`src/rtl/rst_gen.sv`:
```
`default_nettype none
// ============================================================================
// Module   : rst_gen
// Purpose  : Board-level active-low reset generator. Combines power-on
//            release, a debounced push-button, a software request pulse and
//            a watchdog timeout into one registered reset output. Enforces a
//            minimum low-pulse width and keeps a sticky cause mask.
// Ports    : clk            system clock
//            rst_n          asynchronous active-low power-on reset
//            i_key_n        raw push-button (active low, async, bouncy)
//            i_sw_rst_req   single-cycle software reset request
//            i_wdt_en       watchdog enable
//            i_wdt_kick     single-cycle watchdog service pulse
//            o_rst_n_out    generated reset, active low, registered
//            o_busy         1 while in POR or HOLD
//            o_rst_cause    sticky cause: [0]POR [1]key [2]sw [3]wdt
// Revision : 1.0  initial release
// ============================================================================
module rst_gen #(
  parameter int POR_CYC   = 1024,
  parameter int PULSE_CYC = 256,
  parameter int DB_CYC    = 1000000,
  parameter int WDT_CYC   = 16777216
) (
  input  logic       clk,
  input  logic       rst_n,
  input  logic       i_key_n,
  input  logic       i_sw_rst_req,
  input  logic       i_wdt_en,
  input  logic       i_wdt_kick,
  output logic       o_rst_n_out,
  output logic       o_busy,
  output logic [3:0] o_rst_cause
);

  localparam int c_CNT_MAX = (POR_CYC > PULSE_CYC) ? POR_CYC : PULSE_CYC;
  localparam int c_CNT_W   = $clog2(c_CNT_MAX) + 1;
  localparam int c_DB_W    = $clog2(DB_CYC) + 1;
  localparam int c_WDT_W   = $clog2(WDT_CYC) + 1;

  localparam logic [c_CNT_W-1:0] c_POR_LAST   = c_CNT_W'(POR_CYC - 1);
  localparam logic [c_CNT_W-1:0] c_PULSE_LAST = c_CNT_W'(PULSE_CYC - 1);
  localparam logic [c_DB_W-1:0]  c_DB_LAST    = c_DB_W'(DB_CYC - 1);
  localparam logic [c_WDT_W-1:0] c_WDT_LAST   = c_WDT_W'(WDT_CYC - 1);

  typedef enum logic [1:0] {
    ST_POR  = 2'd0,
    ST_RUN  = 2'd1,
    ST_HOLD = 2'd2
  } state_t;

  state_t               r_state, w_state_nxt;
  logic [c_CNT_W-1:0]   r_cnt, w_cnt_nxt;
  logic                 r_rst_n_out, w_rst_n_out_nxt;
  logic [3:0]           r_cause, w_cause_nxt;

  logic [1:0]           r_key_sync;
  logic                 r_db_level;
  logic [c_DB_W-1:0]    r_db_cnt;
  logic [c_WDT_W-1:0]   r_wdt_cnt;

  logic                 w_run;
  logic                 w_key_s;
  logic                 w_db_mismatch;
  logic                 w_db_done;
  logic                 w_key_trig;
  logic                 w_sw_trig;
  logic                 w_wdt_clr;
  logic                 w_wdt_trig;
  logic [3:0]           w_trig_mask;
  logic                 w_any_trig;

  assign w_run   = (r_state == ST_RUN);
  assign w_key_s = r_key_sync[1];

  // Debounce: the level only follows key_s after DB_CYC consecutive
  // mismatching cycles. The key trigger fires in the cycle the debounced
  // level is about to fall, so it lines up with the update edge.
  assign w_db_mismatch = (w_key_s != r_db_level);
  assign w_db_done     = (r_db_cnt == c_DB_LAST);
  assign w_key_trig    = w_run && w_db_mismatch && w_db_done && r_db_level;

  assign w_sw_trig = w_run && i_sw_rst_req;

  // A kick in the expiry cycle clears the counter and suppresses the trigger.
  assign w_wdt_clr  = !w_run || !i_wdt_en || i_wdt_kick;
  assign w_wdt_trig = !w_wdt_clr && (r_wdt_cnt == c_WDT_LAST);

  assign w_trig_mask = {w_wdt_trig, w_sw_trig, w_key_trig, 1'b0};
  assign w_any_trig  = |w_trig_mask;

  // Next-state / next-output logic
  always_comb begin
    w_state_nxt     = r_state;
    w_cnt_nxt       = r_cnt;
    w_rst_n_out_nxt = r_rst_n_out;
    w_cause_nxt     = r_cause;
    case (r_state)
      ST_POR: begin
        if (r_cnt == c_POR_LAST) begin
          w_state_nxt     = ST_RUN;
          w_cnt_nxt       = '0;
          w_rst_n_out_nxt = 1'b1;
        end else begin
          w_cnt_nxt = r_cnt + c_CNT_W'(1);
        end
      end
      ST_RUN: begin
        w_rst_n_out_nxt = 1'b1;
        if (w_any_trig) begin
          w_state_nxt     = ST_HOLD;
          w_cnt_nxt       = '0;
          w_rst_n_out_nxt = 1'b0;
          w_cause_nxt     = w_trig_mask;
        end
      end
      ST_HOLD: begin
        if (r_cnt == c_PULSE_LAST) begin
          w_state_nxt     = ST_RUN;
          w_cnt_nxt       = '0;
          w_rst_n_out_nxt = 1'b1;
        end else begin
          w_cnt_nxt = r_cnt + c_CNT_W'(1);
        end
      end
      default: begin
        w_state_nxt     = ST_POR;
        w_cnt_nxt       = '0;
        w_rst_n_out_nxt = 1'b0;
      end
    endcase
  end

  // FSM state and output registers
  always_ff @(posedge clk or negedge rst_n) begin
    if (!rst_n) begin
      r_state     <= ST_POR;
      r_cnt       <= '0;
      r_rst_n_out <= 1'b0;
      r_cause     <= 4'b0001;
    end else begin
      r_state     <= w_state_nxt;
      r_cnt       <= w_cnt_nxt;
      r_rst_n_out <= w_rst_n_out_nxt;
      r_cause     <= w_cause_nxt;
    end
  end

  // Key synchronizer and debouncer; runs in every state
  always_ff @(posedge clk or negedge rst_n) begin
    if (!rst_n) begin
      r_key_sync <= 2'b11;
      r_db_level <= 1'b1;
      r_db_cnt   <= '0;
    end else begin
      r_key_sync <= {r_key_sync[0], i_key_n};
      if (w_db_mismatch) begin
        if (w_db_done) begin
          r_db_level <= w_key_s;
          r_db_cnt   <= '0;
        end else begin
          r_db_cnt <= r_db_cnt + c_DB_W'(1);
        end
      end else begin
        r_db_cnt <= '0;
      end
    end
  end

  // Watchdog counter; never wraps because expiry clears it
  always_ff @(posedge clk or negedge rst_n) begin
    if (!rst_n) begin
      r_wdt_cnt <= '0;
    end else if (w_wdt_clr || w_wdt_trig) begin
      r_wdt_cnt <= '0;
    end else begin
      r_wdt_cnt <= r_wdt_cnt + c_WDT_W'(1);
    end
  end

  assign o_rst_n_out = r_rst_n_out;
  assign o_busy      = (r_state != ST_RUN);
  assign o_rst_cause = r_cause;

endmodule
`default_nettype wire

```
`config.mk`:
```
export PLATFORM = sky130hd
export DESIGN_NAME = rst_gen
export DESIGN_NICKNAME = d
export VERILOG_FILES = /design/src/rtl/rst_gen.sv
export SDC_FILE = /design/constraint.sdc
export NUM_CORES = 1
export LEC_CHECK = 0
export CAP_MARGIN = 15
export CELL_PAD_IN_SITES_DETAIL_PLACEMENT = 1
export CELL_PAD_IN_SITES_GLOBAL_PLACEMENT = 2
export CORE_MARGIN = 8
export CORE_UTILIZATION = 45
export CTS_CLUSTER_DIAMETER = 100
export DETAILED_ROUTE_END_ITERATION = 6
export DONT_BUFFER_PORTS = 1
export PLACE_DENSITY_LB_ADDON = 0.05
export SLEW_MARGIN = 20
export SYNTH_ARGS = -nofsm -noshare
export SYNTH_HDL_FRONTEND = slang
export SYNTH_SLANG_ARGS = --single-unit
```
`constraint.sdc`:
```
create_clock -name clk -period 3.7 [get_ports clk]
set_input_delay 0.74 -clock clk [delete_from_list [all_inputs] [get_ports clk]]
set_output_delay 0.74 -clock clk [all_outputs]
set_load 0.02 [all_outputs]
```
==> metrics, run 1 <==
status=finished clean; Async SR Flop Fraction=100%; post-synthesis sequential area ratio=52.0%; register area=1680 um^2; Net Switching=298 uW; DRT Pass-1 Iters=4; HPWL Detailed=4500 um; first-pass GRT wire length=approximately 12000 um; drt wl/cell=15.3 um; final slew viol count=0; # hold bufs at CTS=0; post-CTS setup repair buffer count=0; Site Rows=31; top_reg_cell synth=dfrtp_1; maximum clock rate=400 MHz; H-tree levels=3; leading post-synthesis cells by cell area=dfrtp_1 49%, xor2_1 7.6%, nor2_1 5.9%; setup violators final=0; initial antenna violation count=0; top cells by count, synth=63 x dfrtp_1, 51 x nor2_1, 28 x xor2_1; Final Instance Count excl. Fillers=426; die area=10200 um^2; share of layout cells above drive strength 1=under 10%; power per standard cell area=420 nW/um^2; Crit path required time=3.92 ns; leakage=1.57 nW; fillcell total=792; cell taking the most area after synthesis=dfrtp_1; Placed Cells=between 400 and 500; top-count cell post-synth=dfrtp_1; Port Buf Inserts=0; area of the multi-input gates=1490 um^2; CTS sink cnt=between 60 and 70; via/cell ratio=5.34; min cycle time layout=between 2 and 2.5 ns; largest net degree at the start of global routing=68; sequential share of power=49.3%; worst slew pin tran=0.965 ns; die width=101 um; effective utilization at floorplan=45.5%; Setup Skew=about 0.010 ns; routability congestion estimate=approximately 0.74; final net count=~330; Syn Nets=325; Sw Ratio=19.8%; final hold vios=0; critical path class=register to register; YS warnings=0; vias=approximately 2300; CP arrival=between 2 and 3 ns; Cells after Synth=between 300 and 400; Setup TNS=0 ns; clock latency on the worst-skew pair=0.34 ns; final wirelength=6530 um; Hold/Removal Path Class=input port to async pin; vias in the first global route=approximately 2500; worst-path maximum fanout=13; top cell type's share of synthesized area=48.8%; number of synthesized flops with an enable pin=0; Reg clk slew, reported paths=0.08 ns; detailed-route DRC error count=0; synthesized area per cell=10.2 um^2; Comb pwr share=less than 1%; synth-to-layout area growth=10.9%; Max clock buf depth=2; RSZ-0062 raised after global routing=no; period utilisation layout=67.6%; 1st-iter DRT viols=34; crit end category=register; startpoint class of the critical path=register; core area=slightly above 7000 um^2; n_diodes=0; Slew HR=35.1%; CTS tree=yes; Final ANT Viol Nets=0; Int Pwr=1.21 mW; Die Y=approximately 100 um; Worst VDD drop=195 uV; max-cap violations=0; cts bufs inserted=9; Mapped Area=3230 um^2; count of cell types in the netlist=44; grt ovf=0; Clock power frac=49.9%; All-Layer GR Usage=14.8%; Root Buffer=clkbuf_8; post-CTS resize count=0; Yosys reg bits=67; I/O pin total=12
## critical path: stages, from the launching register on
cell and delay, ns:
dfrtp_1 0.40, ha_1 0.21, nand3_1 0.13, nor4_1 0.38
nand3_1 0.21, o31ai_2 0.66, buf_4 0.32, nor2_1 0.08
## kinds of logic (layout without fill, tap and decap cells)
group | after synthesis | in the layout | synth area share [%]
adder cells (fa/ha/maj) | 3 | 3 | 1.16
AND/OR/NAND/NOR | 164 | 164 | 26.8
AO/OA/AOI/OAI | 24 | 24 | 5.96
XOR/XNOR | 42 | 42 | 11.4
flip-flops | 67 | 67 | 52.0
multiplexers | 2 | 2 | 0.697
buffers and inverters | 14 | 25 | 2.01
## sequential cells by signal (all words and copies together) (netlist names)
name,count
r_db_cnt,21
r_wdt_cnt,25
r_cnt,11
r_key_sync,2
o_rst_n_out,1
r_db_level,1
r_state,2
o_rst_cause,4
## final timing paths
check / start / endpoint / slack [ns] / cells past startpoint
max: r_wdt_cnt[0] / r_wdt_cnt[21] / 1.20 / 7
min reg2reg: r_key_sync[0] / r_key_sync[1] / 0.36 / 0
max reg2reg: r_wdt_cnt[0] / r_wdt_cnt[21] / 1.20 / 7
min: rst_n / r_db_cnt[17] / 0.08 / 0
min in group clk: r_key_sync[0] / r_key_sync[1] / 0.36 / 0
max in group asynchronous: rst_n / o_rst_cause[0] / 3.43 / 0
## routing by layer
layer  global-route usage (%)  vias to the layer above  wire length, um
met5                        0                        -                0
met4                     7.44                        0              139
met3                     2.69                       12              146
met2                     23.8                       15             3190
met1                     18.6                     1130             3050
li1                         -                     1116                -
## placed cells by master (no fill, tap or decap), types with 5 or more instances in the layout
cell type  instances
and3_1            14
nor3_1             7
xor2_1            28
nor4_1             5
nand2_1           17
nor2_1            51
inv_1              8
nand4_1           12
nand3_1           27
xnor2_1           14
dfrtp_1           63
clkbuf_8          10
## per-stage QoR
stage / area [um^2] / utilization [%] / power [mW] / hold slack (ns) / setup slack, ns
2_1_floorplan: 3230 / - / 0.765 / 0.345 / 1.63
3_3_place_gp: 3330 / 46.9 / 0.767 / 0.347 / 1.25
3_5_place_dp: 3340 / 47.0 / 0.768 / 0.352 / 1.18
4_1_cts: 3590 / 50.5 / 1.53 / 0.0622 / 1.16
5_1_grt: 3590 / 50.5 / 1.56 / 0.0557 / 0.912
6_report: 3590 / 50.5 / 1.50 / 0.0847 / 1.20
## power groups by stage
| stage | Combinational [mW] | Clock (mW) | Sequential (mW) |
|---|---|---|---|
| detailed placement | 0.0124 | 0 | 0.756 |
| floorplan | 0.0104 | 0 | 0.754 |
| finish | 0.0121 | 0.751 | 0.741 |
| global placement | 0.0122 | 0 | 0.755 |
| CTS | 0.0125 | 0.777 | 0.741 |
| global route | 0.0141 | 0.805 | 0.742 |
## layout make-up
type / instances / share of cell area [%]
clock buffers: 10 / 3.84
multi-input cells: 235 / 41.6
flip-flops and latches: 67 / 46.9
well taps: 99 / 3.45
inverters: 8 / 0.837
clock inverters: 6 / 3.14
repair buffers: 1 / 0.209
Power figures use the tool's default switching activity.
==> run 2, diff against run 1 <==
--- a/config.mk
+++ b/config.mk
@@ -9,7 +9,7 @@
 export CELL_PAD_IN_SITES_DETAIL_PLACEMENT = 1
 export CELL_PAD_IN_SITES_GLOBAL_PLACEMENT = 2
 export CORE_MARGIN = 8
-export CORE_UTILIZATION = 45
+export CORE_UTILIZATION = 37
 export CTS_CLUSTER_DIAMETER = 100
 export DETAILED_ROUTE_END_ITERATION = 6
 export DONT_BUFFER_PORTS = 1
==> constraint.sdc (replaced) <==
create_clock -name clk -period 2.2 [get_ports clk]
set_input_delay 0.44 -clock clk [delete_from_list [all_inputs] [get_ports clk]]
set_output_delay 0.44 -clock clk [all_outputs]
set_load 0.02 [all_outputs]
==> metrics, run 2 (synthesized netlist as in run 1, its figures left out) <==
cts bufs inserted=9 (unchanged); grt ovf=0 (unchanged); max FFs per register=25 (unchanged); largest register by flop count=r_wdt_cnt; most frequent cells in the layout=63 x dfrtp_1, 51 x nor2_1, 28 x xor2_1, 27 x nand3_1, 17 x nand2_1; clock latency on the worst-skew pair=0.34 ns (about the same); Comb pwr share=2.4% (+1.6 points); Final WS setup=0.118 ns (-1.08 ns); initial antenna violation count=0 (unchanged); M2 GR Usage=21.5% (-2.4 points); commonest non-fill, non-tap cell in the layout=dfrtp_1; RSZ-0062 raised after global routing=no; die width=109 um (+8.6%); detailed-route DRC error count=0 (unchanged); core area=8590 um^2 (+21%); maximum clock rate=480 MHz (+20%); final hold vios=0 (unchanged); CP arrival=2.31 ns (-0.41 ns); vias=2350 (+3.4%); 1st-iter DRT viols=78 (+130%); worst slew pin tran=0.480 ns (-0.485 ns); via/cell ratio=5.19 (-2.8%); CP top delay family=simple AND/OR/NAND/NOR gates; Slew HR=67.9% (+33 points); fin util=43.4% (-7.1 points); sequential share of power=52.0% (+2.7 points); Setup TNS=0 ns (unchanged); n_diodes=0 (unchanged); CTS tree=yes; Root Buffer=clkbuf_8; All-Layer GR Usage=13.1% (-1.7 points); setup violators final=0 (unchanged); vias in the first global route=2482 (+0.081%); I/O pin total=12 (unchanged); effective utilization at floorplan=37.6% (-7.9 points); status=finished clean; Top Usage Layer GRT=met2; Port Buf Inserts=0 (unchanged); synth-to-layout area growth=15.4%; power per standard cell area=643 nW/um^2 (+53%); final slew viol count=0 (unchanged); Hold/Removal Path Class=input port to register; routability congestion estimate=0.706 (-4.8%); Crit path required time=2.42 ns (-1.50 ns); Die Y=109 um (+8.6%); startpoint class of the critical path=register; Setup Skew=0.00980 ns (-0.000425 ns); Worst VDD drop=356 uV (+82%); Clock power frac=45.7% (-4.2 points); share of layout cells above drive strength 1=13.0% (+3.9 points); Setup WS pre-CTS=0.0749 ns (-1.11 ns); CTS sink cnt=67 (unchanged); Site Rows=34 (+9.7%); period utilisation layout=94.6% (+27 points); HPWL Detailed=4690 um (+4.2%); worst-path maximum fanout=13 (unchanged); Reg clk slew, reported paths=0.07 ns (about the same); DRT Pass-1 Iters=4 (unchanged); met1 Use GR=16.3% (-2.2 points); Final ANT Viol Nets=0 (unchanged); grt met3 use=3.63% (+0.94 points); Sw Ratio=21.1% (+1.4 points); crit end category=register; Net Switching=507 uW (+70%); first-pass GRT wire length=12300 um (+3.5%); Top Registers=r_wdt_cnt (25), r_db_cnt (21), r_cnt (11); max-cap violations=0 (unchanged); drt wl/cell=15.4 um (+0.18%); H-tree levels=3 (unchanged); crit path cell chain=or4_4 -> nor4_4 -> a41oi_1 -> and3_4 -> a221o_1; CP peak stage delay=0.54 ns (-0.12 ns); final wirelength=6950 um (+6.5%); final net count=349 (+5.4%); Crit path buffers/inverters=0 (-1); Worst path slowest cell=or4_4; critical path class=register to register; min cycle time layout=2.08 ns (-0.418 ns); fillcell total=1000 (+26%); largest net degree at the start of global routing=68 (unchanged); leakage=1.66 nW (+5.9%); Max clock buf depth=2 (unchanged); die area=12000 um^2 (+18%); Int Pwr=1.89 mW (+57%)
-- run 2: per-stage QoR --
| stage | std cells | area (um^2) | hold WS (ns) | power [mW] |
|---|---|---|---|---|
| after global routing | 453 | 3730 | 0.0655 | 2.51 |
| after global placement | 434 | 3470 | 0.147 | 1.30 |
| after floorplan | 316 | 3230 | 0.144 | 1.29 |
| after CTS | 452 | 3710 | 0.0739 | 2.45 |
| final | 453 | 3730 | 0.0941 | 2.40 |
| after detailed placement | 434 | 3470 | 0.147 | 1.30 |
-- run 2: worst reg2reg max path, delay by kind of cell, from the launching register on --
family,cells,cell delay (ns)
and+or+nand+nor,3,1.03
AOI/OAI and AO/OA,2,0.55
DFF,1,0.41
-- run 2: final timing paths --
| path | startpoint | to | slack, ns | cells after the start |
|---|---|---|---|---|
| worst min register to register | r_key_sync[0] | r_key_sync[1] | 0.36 | 0 |
| worst max register to register | r_db_cnt[12] | r_cnt[6] | 0.12 | 5 |
| max in group asynchronous | rst_n | r_db_level | 1.24 | 2 |
| worst min-delay path | i_key_n | r_key_sync[0] | 0.09 | 0 |
| min in group asynchronous | rst_n | r_cnt[7] | 0.63 | 2 |
| worst max-delay path | r_db_cnt[12] | r_cnt[6] | 0.12 | 5 |
-- run 2: power groups by stage --
stage	logic (mW)	registers [mW]	clock network (mW)
3_3_place_gp	0.0263	1.27	0
3_5_place_dp	0.0266	1.27	0
5_1_grt	0.0665	1.25	1.19
6_report	0.0567	1.25	1.10
2_1_floorplan	0.0175	1.27	0
4_1_cts	0.0611	1.25	1.14
-- run 2: routing by layer --
metal	share of wire, %	vias to the layer above
met5	0	-
met4	1.2	0
met3	2.5	6
met1	48	1170
li1	-	1161
met2	49	13
-- run 2: final cells by class --
| class | count | area, um^2 | area share, % |
|---|---|---|---|
| repair buffers | 19 | 181 | 4.86 |
| multi-input cells | 235 | 1490 | 40.0 |
| well taps | 108 | 135 | 3.62 |
| flip-flops and latches | 67 | 1680 | 45.1 |
| clock buffers | 11 | 131 | 3.52 |
| inverters | 8 | 30.0 | 0.805 |
| clock inverters | 5 | 77.6 | 2.08 |
-- run 2: repair_timing --
item,in CTS,in global routing
resized for setup,0,2
buffers inserted,0,1
setup endpoints to repair,0,30
endpoints found under the hold margin,67,0
hold buffers,2,0
==> run 3, diff against run 2 <==
--- a/config.mk
+++ b/config.mk
@@ -5,7 +5,7 @@
 export SDC_FILE = /design/constraint.sdc
 export NUM_CORES = 1
 export LEC_CHECK = 0
-export CAP_MARGIN = 15
+export CAP_MARGIN = 20
 export CELL_PAD_IN_SITES_DETAIL_PLACEMENT = 1
 export CELL_PAD_IN_SITES_GLOBAL_PLACEMENT = 2
 export CORE_MARGIN = 8
==> results of run 3 <==
No change in the layout: final DEF, timing and power equal those of run 2.
